## src/rtl/lstm_neuron_mac_if.sv

```systemverilog
`default_nettype none
// ============================================================================
// Module      : lstm_neuron_mac_if
// Description : Handshake bundle for the LSTM neuron MAC stage.
//               Input side : in_valid/in_ready carrying x, w, bias, in_last.
//               Output side: z_valid/z_ready carrying z_value.
//               master = producer of pairs / consumer of z (upstream + activation)
//               slave  = the MAC stage itself
// Revision    : 1.0 - initial release
// ============================================================================
interface lstm_neuron_mac_if #(
  parameter int DATA_W = 8
);
  logic              in_valid;
  logic              in_ready;
  logic [DATA_W-1:0] x;
  logic [DATA_W-1:0] w;
  logic [DATA_W-1:0] bias;
  logic              in_last;
  logic              z_valid;
  logic              z_ready;
  logic [DATA_W-1:0] z_value;

  modport master (
    output in_valid, x, w, bias, in_last, z_ready,
    input  in_ready, z_valid, z_value
  );

  modport slave (
    input  in_valid, x, w, bias, in_last, z_ready,
    output in_ready, z_valid, z_value
  );
endinterface
`default_nettype wire

```

## src/rtl/lstm_neuron_mac.sv

```systemverilog
`default_nettype none
// ============================================================================
// Module      : lstm_neuron_mac
// Description : Per-neuron multiply-accumulate ahead of the sigmoid/tanh
//               activation. Accumulates signed Q4.4 x*w products at full
//               precision (saturating), adds a Q4.4 bias on the first beat and
//               requantizes the sum to a signed Q4.4 z_value.
// Ports       : clk  - rising-edge clock
//               rst  - asynchronous active-low reset
//               bus  - lstm_neuron_mac_if.slave (input pairs + z output)
// Revision    : 1.0 - initial release
// ============================================================================
module lstm_neuron_mac #(
  parameter int DATA_W = 8,
  parameter int FRAC_W = 4,
  parameter int ACC_W  = 20
) (
  input  wire logic             clk,
  input  wire logic             rst,
  lstm_neuron_mac_if.slave      bus
);

  typedef enum logic [0:0] {
    ST_ACC = 1'b0,
    ST_OUT = 1'b1
  } state_t;

  localparam logic signed [ACC_W-1:0]  c_acc_max = {1'b0, {(ACC_W-1){1'b1}}};
  localparam logic signed [ACC_W-1:0]  c_acc_min = {1'b1, {(ACC_W-1){1'b0}}};
  localparam logic [DATA_W-1:0]        c_z_max   = {1'b0, {(DATA_W-1){1'b1}}};
  localparam logic [DATA_W-1:0]        c_z_min   = {1'b1, {(DATA_W-1){1'b0}}};

  state_t                     r_state;
  state_t                     w_state_nxt;
  logic                       r_first;
  logic signed [ACC_W-1:0]    r_acc;
  logic                       r_z_valid;
  logic [DATA_W-1:0]          r_z_value;

  logic                       w_accept;
  logic                       w_z_hs;
  logic signed [2*DATA_W-1:0] w_prod;
  logic signed [ACC_W-1:0]    w_bias_ext;
  logic signed [ACC_W-1:0]    w_base;
  logic signed [ACC_W:0]      w_sum_ext;
  logic signed [ACC_W-1:0]    w_sum;
  logic signed [ACC_W-1:0]    w_shift;
  logic [DATA_W-1:0]          w_quant;

  // in_ready depends only on registered state, never on z_ready.
  assign bus.in_ready = (r_state == ST_ACC);
  assign bus.z_valid  = r_z_valid;
  assign bus.z_value  = r_z_value;

  assign w_accept = bus.in_valid && (r_state == ST_ACC);
  assign w_z_hs   = r_z_valid && bus.z_ready;

  assign w_prod = $signed(bus.x) * $signed(bus.w);

  // Bias is Q4.4; shifting left by FRAC_W aligns it to the Q.8 product scale.
  assign w_bias_ext = {{(ACC_W-DATA_W-FRAC_W){bus.bias[DATA_W-1]}}, bus.bias, {FRAC_W{1'b0}}};
  assign w_base     = r_first ? w_bias_ext : r_acc;

  // One guard bit catches overflow of the ACC_W-bit running sum.
  assign w_sum_ext = {w_base[ACC_W-1], w_base}
                   + {{(ACC_W+1-2*DATA_W){w_prod[2*DATA_W-1]}}, w_prod};

  always_comb begin
    w_sum = w_sum_ext[ACC_W-1:0];
    if (w_sum_ext[ACC_W] != w_sum_ext[ACC_W-1]) begin
      w_sum = w_sum_ext[ACC_W] ? c_acc_min : c_acc_max;
    end
  end

  // Floor requantization: arithmetic shift drops the extra fraction bits,
  // then clamp if the integer part no longer fits in DATA_W bits.
  assign w_shift = w_sum >>> FRAC_W;

  always_comb begin
    w_quant = w_shift[DATA_W-1:0];
    if (!((&w_shift[ACC_W-1:DATA_W-1]) || !(|w_shift[ACC_W-1:DATA_W-1]))) begin
      w_quant = w_shift[ACC_W-1] ? c_z_min : c_z_max;
    end
  end

  always_ff @(posedge clk or negedge rst) begin
    if (!rst) begin
      r_state <= ST_ACC;
    end else begin
      r_state <= w_state_nxt;
    end
  end

  always_comb begin
    w_state_nxt = r_state;
    case (r_state)
      ST_ACC:  if (w_accept && bus.in_last) w_state_nxt = ST_OUT;
      ST_OUT:  if (w_z_hs)                  w_state_nxt = ST_ACC;
      default: w_state_nxt = ST_ACC;
    endcase
  end

  always_ff @(posedge clk or negedge rst) begin
    if (!rst) begin
      r_first   <= 1'b1;
      r_acc     <= '0;
      r_z_valid <= 1'b0;
      r_z_value <= '0;
    end else begin
      if (w_accept) begin
        r_first <= 1'b0;
        if (bus.in_last) begin
          r_acc     <= '0;
          r_z_value <= w_quant;
          r_z_valid <= 1'b1;
        end else begin
          r_acc <= w_sum;
        end
      end else if (w_z_hs) begin
        r_z_valid <= 1'b0;
        r_first   <= 1'b1;
      end
    end
  end

endmodule
`default_nettype wire

```

## src/flat_wrapper.sv

```systemverilog
// flat-port wrapper written by rule: the top's interface ports become plain ports
module lstm_neuron_mac_flat 
#(
  parameter int DATA_W = 8,
  parameter int FRAC_W = 4,
  parameter int ACC_W  = 20
)
  (clk, rst, bus_in_valid, bus_x, bus_w, bus_bias, bus_in_last, bus_z_ready, bus_in_ready, bus_z_valid, bus_z_value);
  lstm_neuron_mac_if #(.DATA_W(DATA_W)) bus_i ();
  input  wire logic clk;
  input  wire logic rst;
  input wire logic [$bits(bus_i.in_valid)-1:0] bus_in_valid;
  input wire logic [$bits(bus_i.x)-1:0] bus_x;
  input wire logic [$bits(bus_i.w)-1:0] bus_w;
  input wire logic [$bits(bus_i.bias)-1:0] bus_bias;
  input wire logic [$bits(bus_i.in_last)-1:0] bus_in_last;
  input wire logic [$bits(bus_i.z_ready)-1:0] bus_z_ready;
  output wire logic [$bits(bus_i.in_ready)-1:0] bus_in_ready;
  output wire logic [$bits(bus_i.z_valid)-1:0] bus_z_valid;
  output wire logic [$bits(bus_i.z_value)-1:0] bus_z_value;
  assign bus_i.in_valid = bus_in_valid;
  assign bus_i.x = bus_x;
  assign bus_i.w = bus_w;
  assign bus_i.bias = bus_bias;
  assign bus_i.in_last = bus_in_last;
  assign bus_i.z_ready = bus_z_ready;
  assign bus_in_ready = bus_i.in_ready;
  assign bus_z_valid = bus_i.z_valid;
  assign bus_z_value = bus_i.z_value;
  lstm_neuron_mac #(.DATA_W(DATA_W), .FRAC_W(FRAC_W), .ACC_W(ACC_W)) u_core (.clk(clk), .rst(rst), .bus(bus_i));
endmodule
```

## config.mk

```make
export PLATFORM = sky130hd
export DESIGN_NAME = lstm_neuron_mac_flat
export DESIGN_NICKNAME = d
export VERILOG_FILES = /design/src/rtl/lstm_neuron_mac_if.sv /design/src/rtl/lstm_neuron_mac.sv /design/src/flat_wrapper.sv
export SDC_FILE = /design/constraint.sdc
export NUM_CORES = 1
export LEC_CHECK = 0
export CAP_MARGIN = 25
export CORE_MARGIN = 5
export CORE_UTILIZATION = 50
export CTS_BUF_LIST = sky130_fd_sc_hd__clkbuf_2
export CTS_CLUSTER_SIZE = 12
export DETAILED_ROUTE_END_ITERATION = 10
export GPL_TIMING_DRIVEN = 0
export PLACE_DENSITY_LB_ADDON = 0.2
export SLEW_MARGIN = 20
export SYNTH_ARGS = -nofsm -noshare
export SYNTH_HDL_FRONTEND = slang
export SYNTH_SLANG_ARGS = --single-unit
```

## constraint.sdc

```tcl
create_clock -name clk -period 8.5 [get_ports clk]
set_clock_uncertainty 0.05 [all_clocks]
set_input_delay 1.275 -clock clk [delete_from_list [all_inputs] [get_ports clk]]
set_output_delay 1.275 -clock clk [all_outputs]
set_load 0.01 [all_outputs]
```

# [Yosys cells after proc, flatten, opt, wreduce, memory -nomap -nowiden]
# Cells that the tools add are included.
# Widths: inputs -> output; s select.
[totals] register_bits=31 input_bits=29
[op_classes] addsub=1 multipliers=1 n_eq_ne=2 mux=14 n_bitwise=1 n_reduce_logical=10
[ops] cell="$mux 20" n=4
[ops] cell="$add 20x16->21" n=1
[ops] cell="$mul 8x8->16" n=1
[ops] cell="$mux 8" n=2
[ops] cell="$reduce_and 9->1" n=1
[ops] cell="$reduce_or 9->1" n=1
[ops] cell="$mux 1" n=7
[ops] cell="$reduce_and 2->1" n=2
[ops] cell="$logic_and 1x1->1" n=3
[ops] cell="$ne 2x2->1 const B" n=1
[ops] cell="$pmux 1 s2" n=1
[ops] cell="$reduce_bool 2->1" n=1
[ops] cell="$logic_not 1->1" n=1
[ops] cell="$logic_or 1x1->1" n=1
[ops] cell="$ne 1x1->1" n=1
[ops] cell="$not 1->1" n=1

# [Logic depth before layout (Yosys ltp)]
# Gate-level depths: netlist (run 1).
[logic_depth] ltp_word=8 ltp_mapped=30

# [Worst setup path before layout (run 1)]
# Ideal clock, no wire load.
[synth_path] path_type="input port to flip-flop" from="input port bus_w[0]" to="register u_core.r_acc[12]" setup_ps=110 arrival_time_ps=7945 required_ps=8340 path_slack_ps=395 cell_stages=24 n_path_buf=2 cell_sequence="clkbuf_1 nand2_1 fa_1 inv_1 fa_1 fa_1 fa_1 fa_1 ha_1 o21a_1 a211o_1 a2111oi_4 o21bai_1 a21oi_1 o21ai_0 a21oi_1 xnor2_1 ha_1 inv_1 nor2_1 mux2_2 or2_2 clkbuf_2 o41ai_1"
[synth_between] elab_chain_cells=5
[synth_rtl] item="from (decl)" line_no="flat_wrapper.sv:14" source="input wire logic [$bits(bus_i.w)-1:0] bus_w;"
[synth_rtl] item="$mul 8x8->16 (*)" line_no="lstm_neuron_mac.sv:58" source="assign w_prod = $signed(bus.x) * $signed(bus.w);"
[synth_rtl] item="$add 20x16->21 (*)" line_no="lstm_neuron_mac.sv:66" source="+ {{(ACC_W+1-2*DATA_W){w_prod[2*DATA_W-1]}}, w_prod};"
[synth_rtl] item="$mux 20 / $ne 1x1->1 (equally long branches)" line_no="lstm_neuron_mac.sv:71, lstm_neuron_mac.sv:70"
[synth_rtl] item="$mux 20 (*)" line_no="lstm_neuron_mac.sv:70" source="if (w_sum_ext[ACC_W] != w_sum_ext[ACC_W-1]) begin"
[synth_rtl] item="$mux 20 (*)" line_no="lstm_neuron_mac.sv:112" source="if (bus.in_last) begin"
[synth_rtl] item="to (signal assigned)" line_no="lstm_neuron_mac.sv:117" source="r_acc <= w_sum;"
[synth_rtl] item="to (decl)" line_no="lstm_neuron_mac.sv:36" source="logic signed [ACC_W-1:0] r_acc;"
# Every way passes the cells marked *; elsewhere a longest branch is shown, timed or not.
# A chain may end at the register's enable or synchronous reset.

# [Worst setup path in the final report (run 1)]
[layout_path] from="input port bus_w[7]" to="register u_core.r_z_value[3], in the netlist u_core.bus.z_value[3]"
[layout_between] elab_chain_cells=8
[layout_rtl] item="$mul 8x8->16 (*)" line_no="lstm_neuron_mac.sv:58"
[layout_rtl] item="$add 20x16->21 (*)" line_no="lstm_neuron_mac.sv:66"
[layout_rtl] item="$mux 20 / $ne 1x1->1 (equally long branches)" line_no="lstm_neuron_mac.sv:71, lstm_neuron_mac.sv:70"
[layout_rtl] item="$mux 20 (*)" line_no="lstm_neuron_mac.sv:70"
[layout_rtl] item="$reduce_or 9->1" line_no="lstm_neuron_mac.sv:81" source="if (!((&w_shift[ACC_W-1:DATA_W-1]) || !(|w_shift[ACC_W-1:DATA_W-1]))) begin"
[layout_rtl] item="$logic_not 1->1" line_no="lstm_neuron_mac.sv:81"
[layout_rtl] item="$logic_or 1x1->1" line_no="lstm_neuron_mac.sv:81"
[layout_rtl] item="$mux 8 (*)" line_no="lstm_neuron_mac.sv:81"
[layout_rtl] item="to (signal assigned)" line_no="lstm_neuron_mac.sv:114" source="r_z_value <= w_quant;"
[layout_rtl] item="to (decl)" line_no="lstm_neuron_mac.sv:38" source="logic [DATA_W-1:0] r_z_value;"
# Marks and branches as above.

==> results of run 1 <==
cell type report:
| type | instances | area share |
|---|---|---|
| sequential | 31 | 0.130 |
| inverter | 91 | 0.0576 |
| tap | 140 | 0.0292 |
| multi-input combinational | 436 | 0.709 |
| clock buffer | 5 | 0.00417 |
| buffer | 12 | 0.00834 |
| timing repair buffer | 36 | 0.0605 |
| clock inverter | 2 | 0.00146 |
registers in the layout, summed over array words and instances (netlist names):
signal / count
u_core.r_acc: 20
u_core.bus.z_value: 8
u_core.r_state: 1
u_core.bus.z_valid: 1
u_core.r_first: 1
per-layer routing:
metal,up-vias,track usage,share of wire
li1,1944,-,-
met5,-,0,0
met4,0,0.0412,0.021
met1,2056,0.268,0.43
met3,19,0.0218,0.046
met2,95,0.353,0.51
worst max path at each step:
| stage | end | cells past startpoint | startpoint | slack (ns) |
|---|---|---|---|---|
| detailed placement | u_core.bus.z_value[3] | 25 | bus_x[7] | -1.01 |
| global route | u_core.r_acc[12] | 24 | bus_w[7] | 0.03 |
| finish | u_core.bus.z_value[3] | 24 | bus_w[7] | 0.32 |
| floorplan | u_core.r_acc[12] | 24 | bus_w[0] | 0.39 |
| CTS | u_core.bus.z_value[3] | 25 | bus_w[7] | 0.05 |
| global placement | u_core.bus.z_value[4] | 25 | bus_x[7] | -0.76 |
through the flow:
step,cells,area [um2],setup TNS (ns)
after floorplan,571,5400,0
after global placement,747,5930,-14.56
after detailed placement,747,5930,-20.86
after CTS,754,5970,0
after global routing,753,6000,0
final,753,6000,0
worst min-delay path, cell delays in order, from the launching register on:
cell and delay, ns:
dfrtp_1 0.37, nand2_1 0.04, o21ai_0 0.06
cell usage in the layout (no fill, tap or decap), types with 10 or more instances in the layout:
master / synthesis / final
fa_1: 92 / 92
dfrtp_1: 30 / 30
nand2_1: 70 / 68
and2_1: 32 / 32
o21ai_0: 29 / 29
inv_1: 90 / 89
ha_1: 50 / 50
nor2_1: 25 / 25
clkdlybuf4s50_1: 0 / 31
clkbuf_1: 11 / 10
a21oi_1: 31 / 30
cell families (layout without fill, tap and decap cells):
logic type	after synthesis	in the layout	synth area share
AO/OA/AOI/OAI	113	113	0.145
XOR/XNOR	17	17	0.0276
multiplexers	11	11	0.0209
buffers and inverters	104	146	0.0728
AND/OR/NAND/NOR	153	153	0.133
flip-flops	31	31	0.144
adder cells (fa/ha/maj)	142	142	0.457
repair_timing:
action | in CTS | in global routing
endpoints found under the setup margin | 25 | 23
gates cloned | 0 | 0
resized for setup | 3 | 12
pin swaps | 0 | 2
endpoints found under the hold margin | 0 | 0
setup buffers | 0 | 0
==> results_dict.tcl, run 1 <==
set metrics [dict create \
    root_buffer "clkbuf_2" \
    cap_viol_max_count 0 \
    final_util 0.561 \
    synth.most_common_cell "fa_1" \
    synth_seq_cells 31 \
    worst_slack_ns 0.318 \
    slowest_stage "fa_1" \
    drcViolationCount 0 \
    grt_pass1_vias 4274 \
    final_hold_viol_count 0 \
    worst_slew_pin_slew_ns 0.793 \
    gp_congestion 0.871 \
    path_clk_slew_ns 0.17 \
    coreArea_um2 10700 \
    syn_nets 742 \
    hold-path-endpoint "u_core.r_acc[0]" \
    grt_pass1_wl_um 20800 \
    path_cells "clkdlybuf4s50_1, clkinvlp_4, fa_1, inv_1, fa_1, fa_1, fa_1, fa_1, ha_1, o21a_1, a211o_1, a2111oi_4, o21bai_1, a21oi_1, o21ai_0, a21oi_2, xnor2_1, ha_1, inv_2, nor2_1, mux2i_1, inv_1, o32ai_2, o211ai_1" \
    synthTopCellsByCount "fa_1 (92), inv_1 (90), nand2_1 (70), ha_1 (50), and2_1 (32)" \
    cp.arrival_ns 8.36 \
    clkSinkCount 31 \
    yosys.cell_types.count 49 \
    cts_tree "yes" \
    multiInputGateArea_um2 4250 \
    criticalPathCategory "in2reg" \
    timing.final.crit_share 0.963 \
    rr_startpoint "u_core.r_first" \
    crit_path_max_fanout 8 \
    antenna_found_initial 0 \
    syn_inst 571 \
    fin_crit_ns 8.18 \
    io_buffers 36 \
    hp-class "reg2reg" \
    die_y_um 114 \
    critPathBufInv 5 \
    grt_usage 0.200 \
    dr.pass1.iters 4 \
    netlist.area_leader.share 0.341 \
    synth_top_area_cell "fa_1" \
    crit_path_start_kind "input pin" \
    worstHoldStart "u_core.r_acc[0]" \
    async_reset_ff_frac 1.00 \
    antenna_cells 0 \
    clockBufferDepth 2 \
    grt-ovfl-total 0 \
    synth.area.top_cells "fa_1 (34%), dfrtp_1 (14%), ha_1 (12%), inv_1 (6.3%), nand2_1 (4.9%)" \
    n_fill_cell 985 \
    whs_ns 0.449 \
    drt-initial-drc-count 220 \
    die_w_um 114 \
    rrSetupSlack_ns 0.56 \
    ant_nets 0 \
    clock_latency_ns 0.38 \
    vias 4114 \
    synth_warnings 0 \
    required_ns 8.68 \
    start_util 0.504 \
    hold_buffers 0 \
    yosysSeqAreaShare 0.144 \
    cpMostUsedCell "fa_1" \
    setup_viol 0 \
    post-place-ws_ns -1.01 \
    slew_headroom 0.468 \
    min_path_cells 2 \
    netlist_area_um2 5400 \
    syn_to_final_growth_pct 11.2 \
    status "finished, final reports clean" \
    synthFlopType "dfrtp_1" \
    setup.worst_path.end_class "register" \
    fmax_mhz 122 \
    wirelength_um 12300 \
    synth_edf_count 0 \
    placementRows 38 \
    dpl.hpwl_um 10400 \
    wl_per_cell_um 16.3 \
    critPathTopFamily "adder cells" \
    drv_slew 0 \
    grt_max_degree 32 \
    numCtsBuffers 5 \
    drive_gt1_frac 0.0555 \
    htreeDepth 2 \
    reg2reg_to "u_core.bus.z_value[3]" \
    rsz0062_at_grt "false" \
    dieArea_um2 13000 \
    io_pins 39 \
    register_area_um2 777 \
    viasPerCell 5.46 \
    syn_avg_cell_area_um2 9.45 \
    r2r_cells 26 \
    max_stage_delay_ns 0.56 \
    nets 784 \
]
Power of run 1 is not shown: default switching activity piles up to over one toggle a cycle in this logic, so the estimate is an artifact.
==> run 2: changes to the inputs <==
==> constraint.sdc (replaced) <==
create_clock -name clk -period 7.7 [get_ports clk]
set_clock_uncertainty 0.05 [all_clocks]
set_input_delay 1.155 -clock clk [delete_from_list [all_inputs] [get_ports clk]]
set_output_delay 1.155 -clock clk [all_outputs]
set_load 0.005 [all_outputs]
==> results_dict.tcl, run 2 (synthesis gave the netlist of run 1 again) <==
set metrics [dict create \
    n_fill_cell 948 \
    dieArea_um2 13000 \
    status "finished, final reports clean" \
    setup.worst_path.end_class "register" \
    cap_viol_max_count 0 \
    gp_congestion 0.852 \
    crit_path_max_fanout 8 \
    hp-class "reg2reg" \
    numCtsBuffers 5 \
    drive_gt1_frac 0.103 \
    max_stage_delay_ns 0.58 \
    critPathBufInv 5 \
    crit_path_start_kind "input pin" \
    setup_viol 0 \
    worst_slew_pin_slew_ns 0.880 \
    clockBufferDepth 2 \
    slowest_stage "fa_1" \
    cp.arrival_ns 7.70 \
    fin_tns_setup_ns 0 \
    clock_latency_ns 0.37 \
    wl_per_cell_um 16.2 \
    top_register "u_core.r_acc" \
    drv_slew 0 \
    vias 4169 \
    io_buffers 36 \
    dr.pass1.iters 5 \
    slew_headroom 0.409 \
    start_util 0.504 \
    placementRows 38 \
    io_pins 39 \
    fin_crit_ns 7.46 \
    final_cell_mix "fa_1 (91), inv_1 (88), nand2_1 (68)" \
    hold_buffers 0 \
    worstHoldStart "u_core.r_acc[4]" \
    worst_slack_ns 0.238 \
    wirelength_um 12300 \
    grt_max_degree 32 \
    dpl.hpwl_um 10400 \
    coreArea_um2 10700 \
    grt_usage 0.198 \
    clkSinkCount 31 \
    timing.final.crit_share 0.969 \
    syn_to_final_growth_pct 14.0 \
    path_clk_slew_ns 0.17 \
    required_ns 7.93 \
    final_common_cell "fa_1" \
    post-place-ws_ns -1.12 \
    final_hold_viol_count 0 \
    die_w_um 114 \
    antenna_cells 0 \
    largest_register_ffs 20 \
    htreeDepth 2 \
    antenna_found_initial 0 \
    cts_tree "yes" \
    fmax_mhz 134 \
    drcViolationCount 0 \
    drt-initial-drc-count 213 \
    grt_pass1_wl_um 20900 \
    rr_startpoint "u_core.r_first" \
    criticalPathCategory "in2reg" \
    viasPerCell 5.47 \
    die_y_um 114 \
    cpMostUsedCell "fa_1" \
    ant_nets 0 \
    critPathTopFamily "adder cells" \
    grt-ovfl-total 0 \
    grt_pass1_vias 4350 \
    nets 792 \
    root_buffer "clkbuf_2" \
    critPathLaunch "bus_x[3]" \
]
## run 2: cell type report
class	instances	area, um2	share of cell area
inverter	91	347	0.0563
buffer	10	47.5	0.00773
sequential	31	777	0.126
multi-input combinational	436	4350	0.708
clock inverter	2	7.51	0.00122
timing repair buffer	46	415	0.0675
tap	140	175	0.0285
clock buffer	6	30.0	0.00488
## run 2: worst register-to-register path: cells and delay by family (launching register included)
family | cells | cell delay (ns)
compound gates | 13 | 2.34
xor+xnor | 1 | 0.10
fa+ha+maj | 7 | 2.96
buf+inv | 5 | 0.74
flops | 1 | 0.75
simple gates | 1 | 0.25
## run 2: through the flow
| step | std cells | cell area, um2 | utilization | hold slack (ns) |
|---|---|---|---|---|
| 2_1_floorplan | 571 | 5400 | - | 0.389 |
| 3_3_place_gp | 747 | 5940 | 0.555 | 0.403 |
| 3_5_place_dp | 747 | 5930 | 0.555 | 0.416 |
| 4_1_cts | 758 | 6020 | 0.563 | 0.451 |
| 5_1_grt | 762 | 6150 | 0.575 | 0.470 |
| 6_report | 762 | 6150 | 0.575 | 0.449 |
## run 2: worst paths after layout
| kind | end | slack (ns) | depth (start not counted) |
|---|---|---|---|
| max | u_core.bus.z_value[6] | 0.24 | 28 |
| min | u_core.r_acc[4] | 0.45 | 2 |
| max reg2reg | u_core.bus.z_value[6] | 0.43 | 27 |
| min reg2reg | u_core.r_acc[4] | 0.45 | 2 |
| max in group asynchronous | u_core.bus.z_value[6] | 6.39 | 1 |
| min in group asynchronous | u_core.r_acc[17] | 0.75 | 1 |
## run 2: per-layer routing
metal  GRT usage  wire length [um]
met4      0.0333               172
met5           0                 0
met2       0.351              6410
met3      0.0292               484
met1       0.262              5260
## run 2: what timing repair did
action                                  in CTS  in global routing
buffers inserted                             6                  4
endpoints found under the setup margin      26                 24
pin swaps                                    6                 15
gates resized for setup                     21                 49
Power of run 2 is left out for the same reason.
==> run 3: changes to the inputs <==
- CORE_MARGIN: 5 -> default
- CORE_UTILIZATION: 50 -> 55
- TNS_END_PERCENT: default -> 5
==> results_dict.tcl, run 3 (synthesis gave the netlist of run 1 again) <==
set metrics [dict create \
    grt_pass1_wl_um 20900 \
    final_hold_viol_count 0 \
    crit_path_start_kind "input pin" \
    antenna_cells 0 \
    numCtsBuffers 5 \
    timing.final.crit_share 0.971 \
    final_cell_mix "fa_1 (90), inv_1 (89), nand2_1 (68)" \
    dr.pass1.iters 5 \
    nets 792 \
    whs_ns 0.448 \
    setup_viol 0 \
    io_buffers 36 \
    drt-initial-drc-count 244 \
    start_util 0.576 \
    cp.arrival_ns 7.72 \
    grt_usage 0.264 \
    top_register "u_core.r_acc" \
    grt-ovfl-total 0 \
    fin_tns_setup_ns 0 \
    worst_slew_pin_slew_ns 0.914 \
    viasPerCell 5.58 \
    final_util 0.653 \
    root_buffer "clkbuf_2" \
    path_clk_slew_ns 0.18 \
    gp_congestion 0.891 \
    setup.worst_path.end_class "register" \
    dpl.hpwl_um 10100 \
    ant_nets 0 \
    post-place-ws_ns -1.13 \
    drive_gt1_frac 0.108 \
    cap_viol_max_count 0 \
    die_y_um 101 \
    htreeDepth 2 \
    required_ns 7.94 \
    hp-class "reg2reg" \
    n_fill_cell 805 \
    grt_pass1_vias 4323 \
    fin_crit_ns 7.47 \
    crit_path_max_fanout 8 \
    clockBufferDepth 2 \
    vias 4193 \
    io_pins 39 \
    largest_register_ffs 20 \
    fmax_mhz 134 \
    dieArea_um2 10200 \
    status "finished, final reports clean" \
    placementRows 35 \
    drcViolationCount 0 \
    hold_buffers 0 \
    final_common_cell "fa_1" \
    drv_slew 0 \
    slew_headroom 0.386 \
    grt_max_degree 32 \
    coreArea_um2 9370 \
    cts_tree "yes" \
    wirelength_um 12000 \
    worst_slack_ns 0.227 \
    clock_latency_ns 0.37 \
    die_w_um 101 \
    wl_per_cell_um 16.0 \
    clkSinkCount 31 \
    criticalPathCategory "in2reg" \
    antenna_found_initial 0 \
    syn_to_final_growth_pct 13.4 \
]
## run 3: stage by stage
stage	instances	area [um2]
after detailed placement	736	5920
after global routing	751	6120
after global placement	736	5930
after CTS	746	6000
final	751	6120
after floorplan	571	5400
## run 3: path summary, 6_finish.rpt
path                                       from                     to  slack [ns]  depth (start not counted)
worst max-delay path                   bus_x[1]  u_core.bus.z_value[6]        0.23                         28
worst min-delay path            u_core.r_acc[0]        u_core.r_acc[0]        0.45                          2
worst max register to register   u_core.r_first  u_core.bus.z_value[6]        0.36                         29
worst min register to register  u_core.r_acc[0]        u_core.r_acc[0]        0.45                          2
max in group asynchronous                   rst  u_core.bus.z_value[3]        6.40                          1
min in group asynchronous                   rst       u_core.r_acc[17]        0.74                          1
## run 3: layout make-up
class                           instances  area (um2)  area share
Multi-Input combinational cell        436        4350       0.712
Clock buffer                            5        25.0     0.00409
Clock inverter                          3        15.0     0.00245
Sequential cell                        31         777       0.127
Inverter                               91         344      0.0562
Tap cell                              129         161      0.0264
Timing Repair Buffer                   45         393      0.0642
Buffer                                 11        48.8     0.00798
## run 3: worst max-delay path, cell delays in order
cell and delay (ns):
clkdlybuf4s15_1 0.36, nand2_1 0.13, fa_1 0.49, fa_1 0.50
inv_1 0.06, fa_1 0.58, fa_1 0.47, fa_1 0.54
ha_4 0.22, o21a_1 0.13, a211o_1 0.33, a2111oi_4 0.40
o21bai_1 0.10, a21oi_1 0.13, o21ai_1 0.09, a21oi_2 0.19
xnor2_1 0.10, ha_1 0.37, inv_2 0.07, buf_4 0.16
o2111ai_1 0.08, a21o_1 0.11, o311a_1 0.19, o2111ai_2 0.12
nor3_2 0.17, buf_4 0.15, o32ai_4 0.10, o211ai_1 0.23
## run 3: timing repair
| item | 4_1_cts | 5_1_grt |
|---|---|---|
| endpoints found under the setup margin | 26 | 25 |
| pin swaps | 2 | 15 |
| buffers inserted | 3 | 6 |
| gates resized for setup | 20 | 50 |
## run 3: routing by layer
layer / vias up / part of all wire / GRT usage
met3: 19 / 0.042 / 0.0340
met4: 0 / 0.015 / 0.0491
met5: - / 0 / 0
met1: 2101 / 0.42 / 0.351
li1: 1964 / - / -
met2: 109 / 0.53 / 0.465
Power of run 3 is left out for the same reason.
